--- src/rtl/afe_rx_pkg.sv ---
// Shared types for the AFE receive capture path.
// Holds the capture FSM states and the FIFO entry flag layout.
package afe_rx_pkg;

    typedef enum logic [2:0] {
        IDLE,
        WAIT_VD,
        WAIT_HD,
        SKIP,
        ACTIVE,
        DONE
    } state_t;

    // FIFO entry is {flags, data}; flags sit above the sample bits.
    typedef struct packed {
        logic sof;
        logic eol;
    } ent_flags_t;

    localparam int ENT_FLAG_W = $bits(ent_flags_t);

endpackage

--- src/rtl/afe_rx_fifo.sv ---
// Small synchronous FIFO buffering captured pixels toward the stream output.
// A write is accepted while full when a read happens in the same cycle.
module afe_rx_fifo #(
    parameter int DEPTH = 4,
    parameter int W     = 18
) (
    input  logic         clk,
    input  logic         rst,
    input  logic         wr_en,
    input  logic [W-1:0] wr_data,
    input  logic         rd_en,
    output logic [W-1:0] rd_data,
    output logic         full,
    output logic         empty
);

    localparam int AW = $clog2(DEPTH);
    localparam logic [AW:0] FULL_CNT = (AW+1)'(DEPTH);

    logic [W-1:0]  mem [DEPTH];
    logic [AW-1:0] wr_ptr;
    logic [AW-1:0] rd_ptr;
    logic [AW:0]   count;
    logic          do_wr;
    logic          do_rd;

    assign full    = (count == FULL_CNT);
    assign empty   = (count == '0);
    assign do_rd   = rd_en & ~empty;
    assign do_wr   = wr_en & (~full | do_rd);
    assign rd_data = mem[rd_ptr];

    always_ff @(posedge clk) begin
        if (do_wr) begin
            mem[wr_ptr] <= wr_data;
        end
    end

    always_ff @(posedge clk or posedge rst) begin
        if (rst) begin
            wr_ptr <= '0;
            rd_ptr <= '0;
            count  <= '0;
        end else begin
            if (do_wr) begin
                wr_ptr <= wr_ptr + AW'(1);
            end
            if (do_rd) begin
                rd_ptr <= rd_ptr + AW'(1);
            end
            count <= count + (AW+1)'(do_wr) - (AW+1)'(do_rd);
        end
    end

endmodule

--- src/rtl/afe_rx_capture.sv ---
// Captures one cropped frame from the AFE sample bus using HD/VD/DCLK
// strobes and streams it out through a small FIFO as valid/ready pixels.
import afe_rx_pkg::*;

module afe_rx_capture #(
    parameter int DATA_W     = 16,
    parameter int H_SKIP     = 24,
    parameter int H_ACTIVE   = 1600,
    parameter int V_SKIP     = 2,
    parameter int V_ACTIVE   = 1200,
    parameter int FIFO_DEPTH = 4
) (
    input  logic              clk,
    input  logic              rst,
    input  logic              arm,
    input  logic              afe_dclk,
    input  logic              afe_hd,
    input  logic              afe_vd,
    input  logic [DATA_W-1:0] afe_data,
    output logic [DATA_W-1:0] m_data,
    output logic              m_valid,
    input  logic              m_ready,
    output logic              m_sof,
    output logic              m_eol,
    output logic              busy,
    output logic              done,
    output logic              overflow
);

    localparam int XW = $clog2(H_SKIP + H_ACTIVE + 1);
    localparam int YW = $clog2(V_SKIP + V_ACTIVE + 1);
    localparam int EW = DATA_W + ENT_FLAG_W;

    localparam logic [XW-1:0] X_LAST    = XW'(H_ACTIVE - 1);
    localparam logic [XW-1:0] SKIP_LAST = XW'(H_SKIP - 1);
    localparam logic [YW-1:0] Y_FIRST   = YW'(V_SKIP);
    localparam logic [YW-1:0] Y_LAST    = YW'(V_SKIP + V_ACTIVE - 1);
    localparam logic [YW-1:0] Y_END     = YW'(V_SKIP + V_ACTIVE);
    localparam state_t LINE_START = (H_SKIP == 0) ? ACTIVE : SKIP;

    state_t        state;
    logic [XW-1:0] x;
    logic [YW-1:0] y;
    logic          dclk_q, hd_q, vd_q;
    logic          dclk_rise, hd_fall, vd_fall;
    logic          vd_restart, in_frame, push, pop;
    logic          full, empty;
    ent_flags_t    wr_flags, rd_flags;
    logic [EW-1:0] wr_ent, rd_ent;

    assign dclk_rise  = afe_dclk & ~dclk_q;
    assign hd_fall    = ~afe_hd & hd_q;
    assign vd_fall    = ~afe_vd & vd_q;
    assign vd_restart = vd_fall && (state inside {WAIT_HD, SKIP, ACTIVE});
    assign in_frame   = (y >= Y_FIRST) && (y <= Y_LAST);
    assign push       = (state == ACTIVE) && dclk_rise && !hd_fall
                        && !vd_restart && in_frame;
    assign pop        = m_valid & m_ready;

    always_comb begin
        wr_flags     = '0;
        wr_flags.sof = (x == '0) && (y == Y_FIRST);
        wr_flags.eol = (x == X_LAST);
    end

    assign wr_ent   = {wr_flags, afe_data};
    assign rd_flags = rd_ent[EW-1 -: ENT_FLAG_W];

    // Outputs read as zero whenever nothing is queued.
    assign m_valid = ~empty;
    assign m_data  = empty ? '0 : rd_ent[DATA_W-1:0];
    assign m_sof   = ~empty & rd_flags.sof;
    assign m_eol   = ~empty & rd_flags.eol;

    afe_rx_fifo #(
        .DEPTH (FIFO_DEPTH),
        .W     (EW)
    ) u_fifo (
        .clk     (clk),
        .rst     (rst),
        .wr_en   (push),
        .wr_data (wr_ent),
        .rd_en   (pop),
        .rd_data (rd_ent),
        .full    (full),
        .empty   (empty)
    );

    always_ff @(posedge clk or posedge rst) begin
        if (rst) begin
            dclk_q <= 1'b0;
            hd_q   <= 1'b1;
            vd_q   <= 1'b1;
        end else begin
            dclk_q <= afe_dclk;
            hd_q   <= afe_hd;
            vd_q   <= afe_vd;
        end
    end

    always_ff @(posedge clk or posedge rst) begin
        if (rst) begin
            state    <= IDLE;
            x        <= '0;
            y        <= '0;
            busy     <= 1'b0;
            done     <= 1'b0;
            overflow <= 1'b0;
        end else begin
            done <= 1'b0;
            if (push && full && !pop) begin
                overflow <= 1'b1;
            end
            if (vd_restart) begin
                x     <= '0;
                y     <= '0;
                state <= WAIT_HD;
            end else begin
                case (state)
                    IDLE: begin
                        if (arm) begin
                            busy     <= 1'b1;
                            overflow <= 1'b0;
                            state    <= WAIT_VD;
                        end
                    end
                    WAIT_VD: begin
                        if (vd_fall) begin
                            y     <= '0;
                            state <= WAIT_HD;
                        end
                    end
                    WAIT_HD: begin
                        if (hd_fall) begin
                            x     <= '0;
                            state <= LINE_START;
                        end
                    end
                    SKIP, ACTIVE: begin
                        // A line sync here means the line came up short.
                        if (hd_fall) begin
                            x     <= '0;
                            y     <= (y == Y_END) ? y : y + YW'(1);
                            state <= LINE_START;
                        end else if (dclk_rise && state == SKIP) begin
                            if (x == SKIP_LAST) begin
                                x     <= '0;
                                state <= ACTIVE;
                            end else begin
                                x <= x + XW'(1);
                            end
                        end else if (dclk_rise) begin
                            if (x == X_LAST) begin
                                x <= '0;
                                if (y >= Y_LAST) begin
                                    busy  <= 1'b0;
                                    done  <= 1'b1;
                                    state <= DONE;
                                end else begin
                                    y     <= y + YW'(1);
                                    state <= WAIT_HD;
                                end
                            end else begin
                                x <= x + XW'(1);
                            end
                        end
                    end
                    DONE: begin
                        state <= IDLE;
                    end
                    default: begin
                        state <= IDLE;
                    end
                endcase
            end
        end
    end

endmodule
--- config.mk ---
export PLATFORM = sky130hd
export DESIGN_NAME = afe_rx_capture
export DESIGN_NICKNAME = d
export VERILOG_FILES = /design/src/rtl/afe_rx_pkg.sv /design/src/rtl/afe_rx_fifo.sv /design/src/rtl/afe_rx_capture.sv
export SDC_FILE = /design/constraint.sdc
export NUM_CORES = 1
export LEC_CHECK = 0
export CAP_MARGIN = 20
export CORE_ASPECT_RATIO = 2
export CORE_MARGIN = 2
export CORE_UTILIZATION = 35
export CTS_BUF_LIST = sky130_fd_sc_hd__clkbuf_4 sky130_fd_sc_hd__clkbuf_8
export CTS_CLUSTER_SIZE = 24
export DETAILED_ROUTE_END_ITERATION = 8
export GPL_TIMING_DRIVEN = 0
export HOLD_SLACK_MARGIN = 0.15
export PLACE_DENSITY = 0.64
export SYNTH_ARGS = -nofsm -noshare
export SYNTH_HDL_FRONTEND = slang
export SYNTH_SLANG_ARGS = --single-unit
--- constraint.sdc ---
create_clock -name clk -period 6.1 [get_ports clk]
set_input_delay 0.915 -clock clk [delete_from_list [all_inputs] [get_ports clk]]
set_output_delay 0.915 -clock clk [all_outputs]
set_load 0.1 [all_outputs]
Yosys cells after proc, flatten, opt, wreduce, memory -nomap -nowiden
Memories as Yosys holds them, arrays and structs flattened. Index checks and enable logic that the tools add are counted.

Bits in registers: 38. Bits in writable memories: 72. Input port bits: 23. Output and inout bits: 22. Logic and storage cells: 137. Memories: 1.

Memories: u_fifo.mem (depth 4, width 18, read ports 1, clocked after memory_dff 0, write ports 1, line afe_rx_fifo.sv:20) `logic [W-1:0] mem [DEPTH];`.

Add/sub/neg operators: 6. $lt $le $gt $ge: 3. Eq/ne operators: 26. Multiplexer cells: 49. Bitwise logic cells: 15. Reduce and logical (&&, ||, !) cells: 25.

Operators with widths (number): 11-bit two-way mux (15); 11-bit one-hot mux with 2 select lines (2); 3-bit two-way mux (10); 11-bit by 1-bit adder with 11-bit output, second input constant (2); 11-bit == test, second input constant (2); 1-bit two-way mux (19); 16-bit two-way mux (1); 4-bit != test, second input constant (4); 3-bit one-hot mux with 4 select lines (1); 11-bit by 2-bit == test with 1-bit output, second input constant (1); 11-bit by 5-bit == test with 1-bit output, second input constant (1); 11-bit >= comparator, second input constant (1); 11-bit by 2-bit >= comparator with 1-bit output, second input constant (1); 11-bit less-or-equal comparator, second input constant (1); 11-bit logical NOT (1); 1-bit logical AND (10); 2-bit != test, second input constant (5); 5-bit != test, second input constant (2); 3-bit != test, second input constant (3); 3-bit nonzero test (3); 1-bit bitwise AND (8); 8-bit AND reduction (1); 7-bit AND reduction (1); 3-bit by 2-bit == test with 1-bit output, second input constant (2); other kinds (17) (27).

Longest topological paths before layout
Word-level depth: 12. Depth in mapped cells: 11. Depth with buffers taken out: 11.

Modules after synthesis
From an unflattened synthesis, not the netlist that was laid out.

Cell total of the unflattened synthesis: 383. Area, all modules: 5153.7 um2.

Modules (own cells, without submodules): afe_rx_fifo (instances 1, cells each 131, area each 3029.2 um2, sequential area each 2337.2 um2); afe_rx_capture (instances 1, cells each 252, area each 2124.5 um2, sequential area each 778.2 um2).

Worst setup path after synthesis
OpenSTA, ideal clock, no wires.

Kind: register to output. Start: register u_fifo.count[1]. End: output m_data[10]. Data arrival time: 2.363 ns. Required time: 5.185 ns. Setup slack: 2.822 ns. Stages on the path, launching flop included: 4. Buffers on the path: 1. Cells stage by stage: dfrtp_1 > or3_1 > clkbuf_1 > and2_1.

Longest elaborated chain between the ends: 2.

Ends and longest elaborated chain: start, declared (line afe_rx_fifo.sv:23) `logic [AW:0] count;`; start signal, assigned (line afe_rx_fifo.sv:51) `count <= count + (AW+1)'(do_wr) - (AW+1)'(do_rd);`; 3-bit logical NOT (line afe_rx_fifo.sv:28) `assign empty = (count == '0);`; 16-bit two-way mux (line afe_rx_capture.sv:71) `assign m_data = empty ? '0 : rd_ent[DATA_W-1:0];`; end, declared (line afe_rx_capture.sv:20) `output logic [DATA_W-1:0] m_data,`.

Every way passes these cells.

Worst setup path in the final report
Start: register u_fifo.rd_ptr[1]. End: output m_data[8].

Longest elaborated chain between the ends: 2.

Ends and longest elaborated chain: start, declared (line afe_rx_fifo.sv:22) `logic [AW-1:0] rd_ptr;`; start signal, assigned (line afe_rx_fifo.sv:49) `rd_ptr <= rd_ptr + AW'(1);`; memory read 4 x 18 bit; 16-bit two-way mux (line afe_rx_capture.sv:71).

Every way passes these cells.

==> results.py <==
metrics = {
    "timing": {
        "drv_slew": 0,
        "period_minus_slack_ns": 4.25,
        "max_slew.worst_pin.slew_ns": 1.02,
        "final.setup.tns_ns": 0,
        "timing.fmax_mhz": 235,
        "grt_setup_unrepaired": "false",
        "finalSetupViolCount": 0,
        "clock_skew_ns": 0.00998,
        "slew_headroom_pct": 31.7,
        "period_share_pct": 69.7,
        "hold_violations": 0,
    },
    "setup_path": {
        "end_kind": "primary output",
        "cp_common_cell": "clkbuf_1",
        "crit_path_start_kind": "flop",
        "worstPathCellList": "clkbuf_1 -> clkbuf_1 -> mux4_2 -> and2_1 -> clkdlybuf4s50_1",
        "path_class": "flop to primary output",
        "max_stage_delay_ns": 1.13,
        "cpLargestDelayFamily": "buffers and inverters",
        "path_max_fanout": 10,
        "cpMaxStageDelayCell": "clkdlybuf4s50_1",
        "arrival_ns": 3.34,
        "path_buf_inv": 3,
        "cp.required_ns": 5.18,
    },
    "detailed_routing": {
        "wl_per_cell_um": 16.7,
        "vias_per_cell": 5.35,
        "drc": 0,
        "routed-via-count": 3427,
        "wirelength_um": 10700,
        "drtIter0Drc": 231,
        "ant_nets": 0,
        "drt_first_pass_iters": 5,
    },
    "clocking": {
        "clockBufferDepth": 2,
        "cts_hold_buf": 0,
        "cts.sinks": 110,
        "cts_root_buf": "clkbuf_8",
        "cts.clk_slew.worst_paths_ns": 0.10,
        "cts-resized-gates": 0,
        "htreeDepth": 3,
        "cts_setup_buffers": 0,
        "cts_tree": "yes",
        "numCtsBuffers": 9,
        "insertion_delay_ns": 0.37,
    },
    "placed_design": {
        "io_buffers": 44,
        "gp_congestion": 0.854,
        "dpl.hpwl_um": 7580,
    },
    "synth": {
        "post-synth-top-count-cell": "edfxtp_1",
        "synth.avg_cell_area_sq_um": 13.3,
        "yosys.area.top_type": "edfxtp_1",
        "synth_edf_count": 72,
        "yosys_warnings": 0,
        "netlist.area_leader.share_pct": 41.8,
        "synth.net_count": 424,
        "ys_ff_latch": 110,
        "ys.flop_type": "edfxtp_1",
        "yosys-top-cells-area": "edfxtp_1, dfrtp_1, mux4_2",
        "synth_commonest_cells": "edfxtp_1, dfrtp_1, o21ai_0",
        "seq_area_frac_synth_pct": 60.2,
        "netlist_instances": 389,
        "async_reset_ff_share_pct": 34.5,
        "synth_area_sq_um": 5170,
        "synth_cell_types": 58,
    },
    "floorplan": {
        "start_util_pct": 35.8,
        "core_sq_um": 14400,
        "die_area_sq_um": 15800,
        "row_count": 62,
        "die_x_um": 90.0,
        "pin_count": 45,
        "die_h_um": 176,
    },
    "power": {
        "p_total_mw": 2.66,
        "p_per_area_nw_per_um2": 439,
        "p_leak_nw": 2.19,
        "ir_worst_vdd_v": 0.000161,
    },
    "run": {
        "max_cap_viol_count": 0,
    },
    "grt": {
        "antenna_found_initial": 0,
        "grt_max_degree": 39,
        "first_global_vias": 3585,
        "grt.total_usage_pct": 13.8,
        "grt_pass1_wl_um": 17500,
        "grt-ovfl-total": 0,
    },
    "status": {
        "status": "completed",
    },
    "cells_and_area": {
        "fill_cells": 1367,
        "fin_nets": 479,
        "drive_gt1_share_pct": 11.4,
        "diodes": 0,
        "area_growth_pct": 17.0,
    },
    "min_path": {
        "hold_path.class": "flop to flop",
    },
}
## report_power, final
group	switching, mW	internal, mW
Combinational	0.939	0.402
Clock	0.267	0.172
Sequential	0.0398	0.839
## cell type report
cell class	instances	area, sq um	area share (%)
flip-flops and latches	110	3120	51.5
clock buffers	10	138	2.27
clock inverters	6	62.6	1.03
inverters	14	52.6	0.868
repair buffers	44	440	7.28
well taps	192	240	3.97
multi-input cells	249	1940	32.0
plain buffers	16	68.8	1.14
## path summary, 6_finish.rpt
path                       depth (start not counted)  slack (ns)          endpoint              from
max                                                5        1.85         m_data[8]  u_fifo.rd_ptr[1]
min                                                1        0.50   u_fifo.count[2]   u_fifo.count[2]
max reg2reg                                        6        2.82  u_fifo.mem[3][7]          state[1]
min reg2reg                                        1        0.50   u_fifo.count[2]   u_fifo.count[2]
max in group asynchronous                          2        4.57  u_fifo.rd_ptr[1]               rst
min in group asynchronous                          2        1.00              y[5]               rst
## cell usage in the layout, fill, tap and decap left out, types with 4 or more instances in the layout
master / n
mux4_2: 18
o31ai_1: 10
nor2b_1: 10
nand4_1: 5
nand2_1: 22
nand2b_1: 6
a31oi_1: 5
inv_1: 13
nand3_1: 12
edfxtp_1: 72
o211ai_1: 4
and3_1: 11
clkdlybuf4s50_1: 44
dfrtp_1: 36
ha_1: 11
o21ai_0: 31
xnor2_1: 4
clkbuf_8: 10
and2_1: 25
nor2_1: 16
a21oi_1: 10
clkbuf_1: 14
## cells by family after synthesis
logic type	count (synthesis)	share of synthesized area [%]
flops	110	60.2
xor+xnor	5	0.847
buf+inv	30	2.35
simple gates	127	13.9
fa+ha+maj	12	3.05
mux	21	8.47
compound gates	84	11.2
## state kept, by name, indices dropped and copies added (netlist names)
signal         count
x                 11
overflow           1
u_fifo.wr_ptr      2
u_fifo.mem        72
done               1
dclk_q             1
y                 11
hd_q               1
state              3
vd_q               1
u_fifo.rd_ptr      2
u_fifo.count       3
busy               1
## metrics by stage
stage | util, % | instances | worst slack (ns) | area (sq um) | hold WS (ns)
after floorplan | - | 389 | 2.82 | 5170 | 0.453
after global placement | 40.6 | 625 | 2.18 | 5850 | 0.469
after detailed placement | 40.6 | 625 | 2.15 | 5850 | 0.489
after CTS | 42.0 | 641 | 1.78 | 6050 | 0.505
after global routing | 42.0 | 641 | 1.68 | 6050 | 0.534
final | 42.0 | 641 | 1.85 | 6050 | 0.497
## routing by layer
layer	up-vias	share of wire [%]	global-route usage, %
met2	98	57	27.3
met5	-	0	0
met1	1724	38	14.4
met3	11	3.1	2.53
li1	1594	-	-
met4	0	1.4	4.74
## worst reg2reg max path: stages (launching register included)
cell,delay (ns)
dfrtp_1,0.40
or3b_1,0.37
clkbuf_1,0.21
nor4_1,0.45
o21ai_1,0.17
nor3b_2,0.42
and2_1,0.88
(Power assumes the default switching activity.)
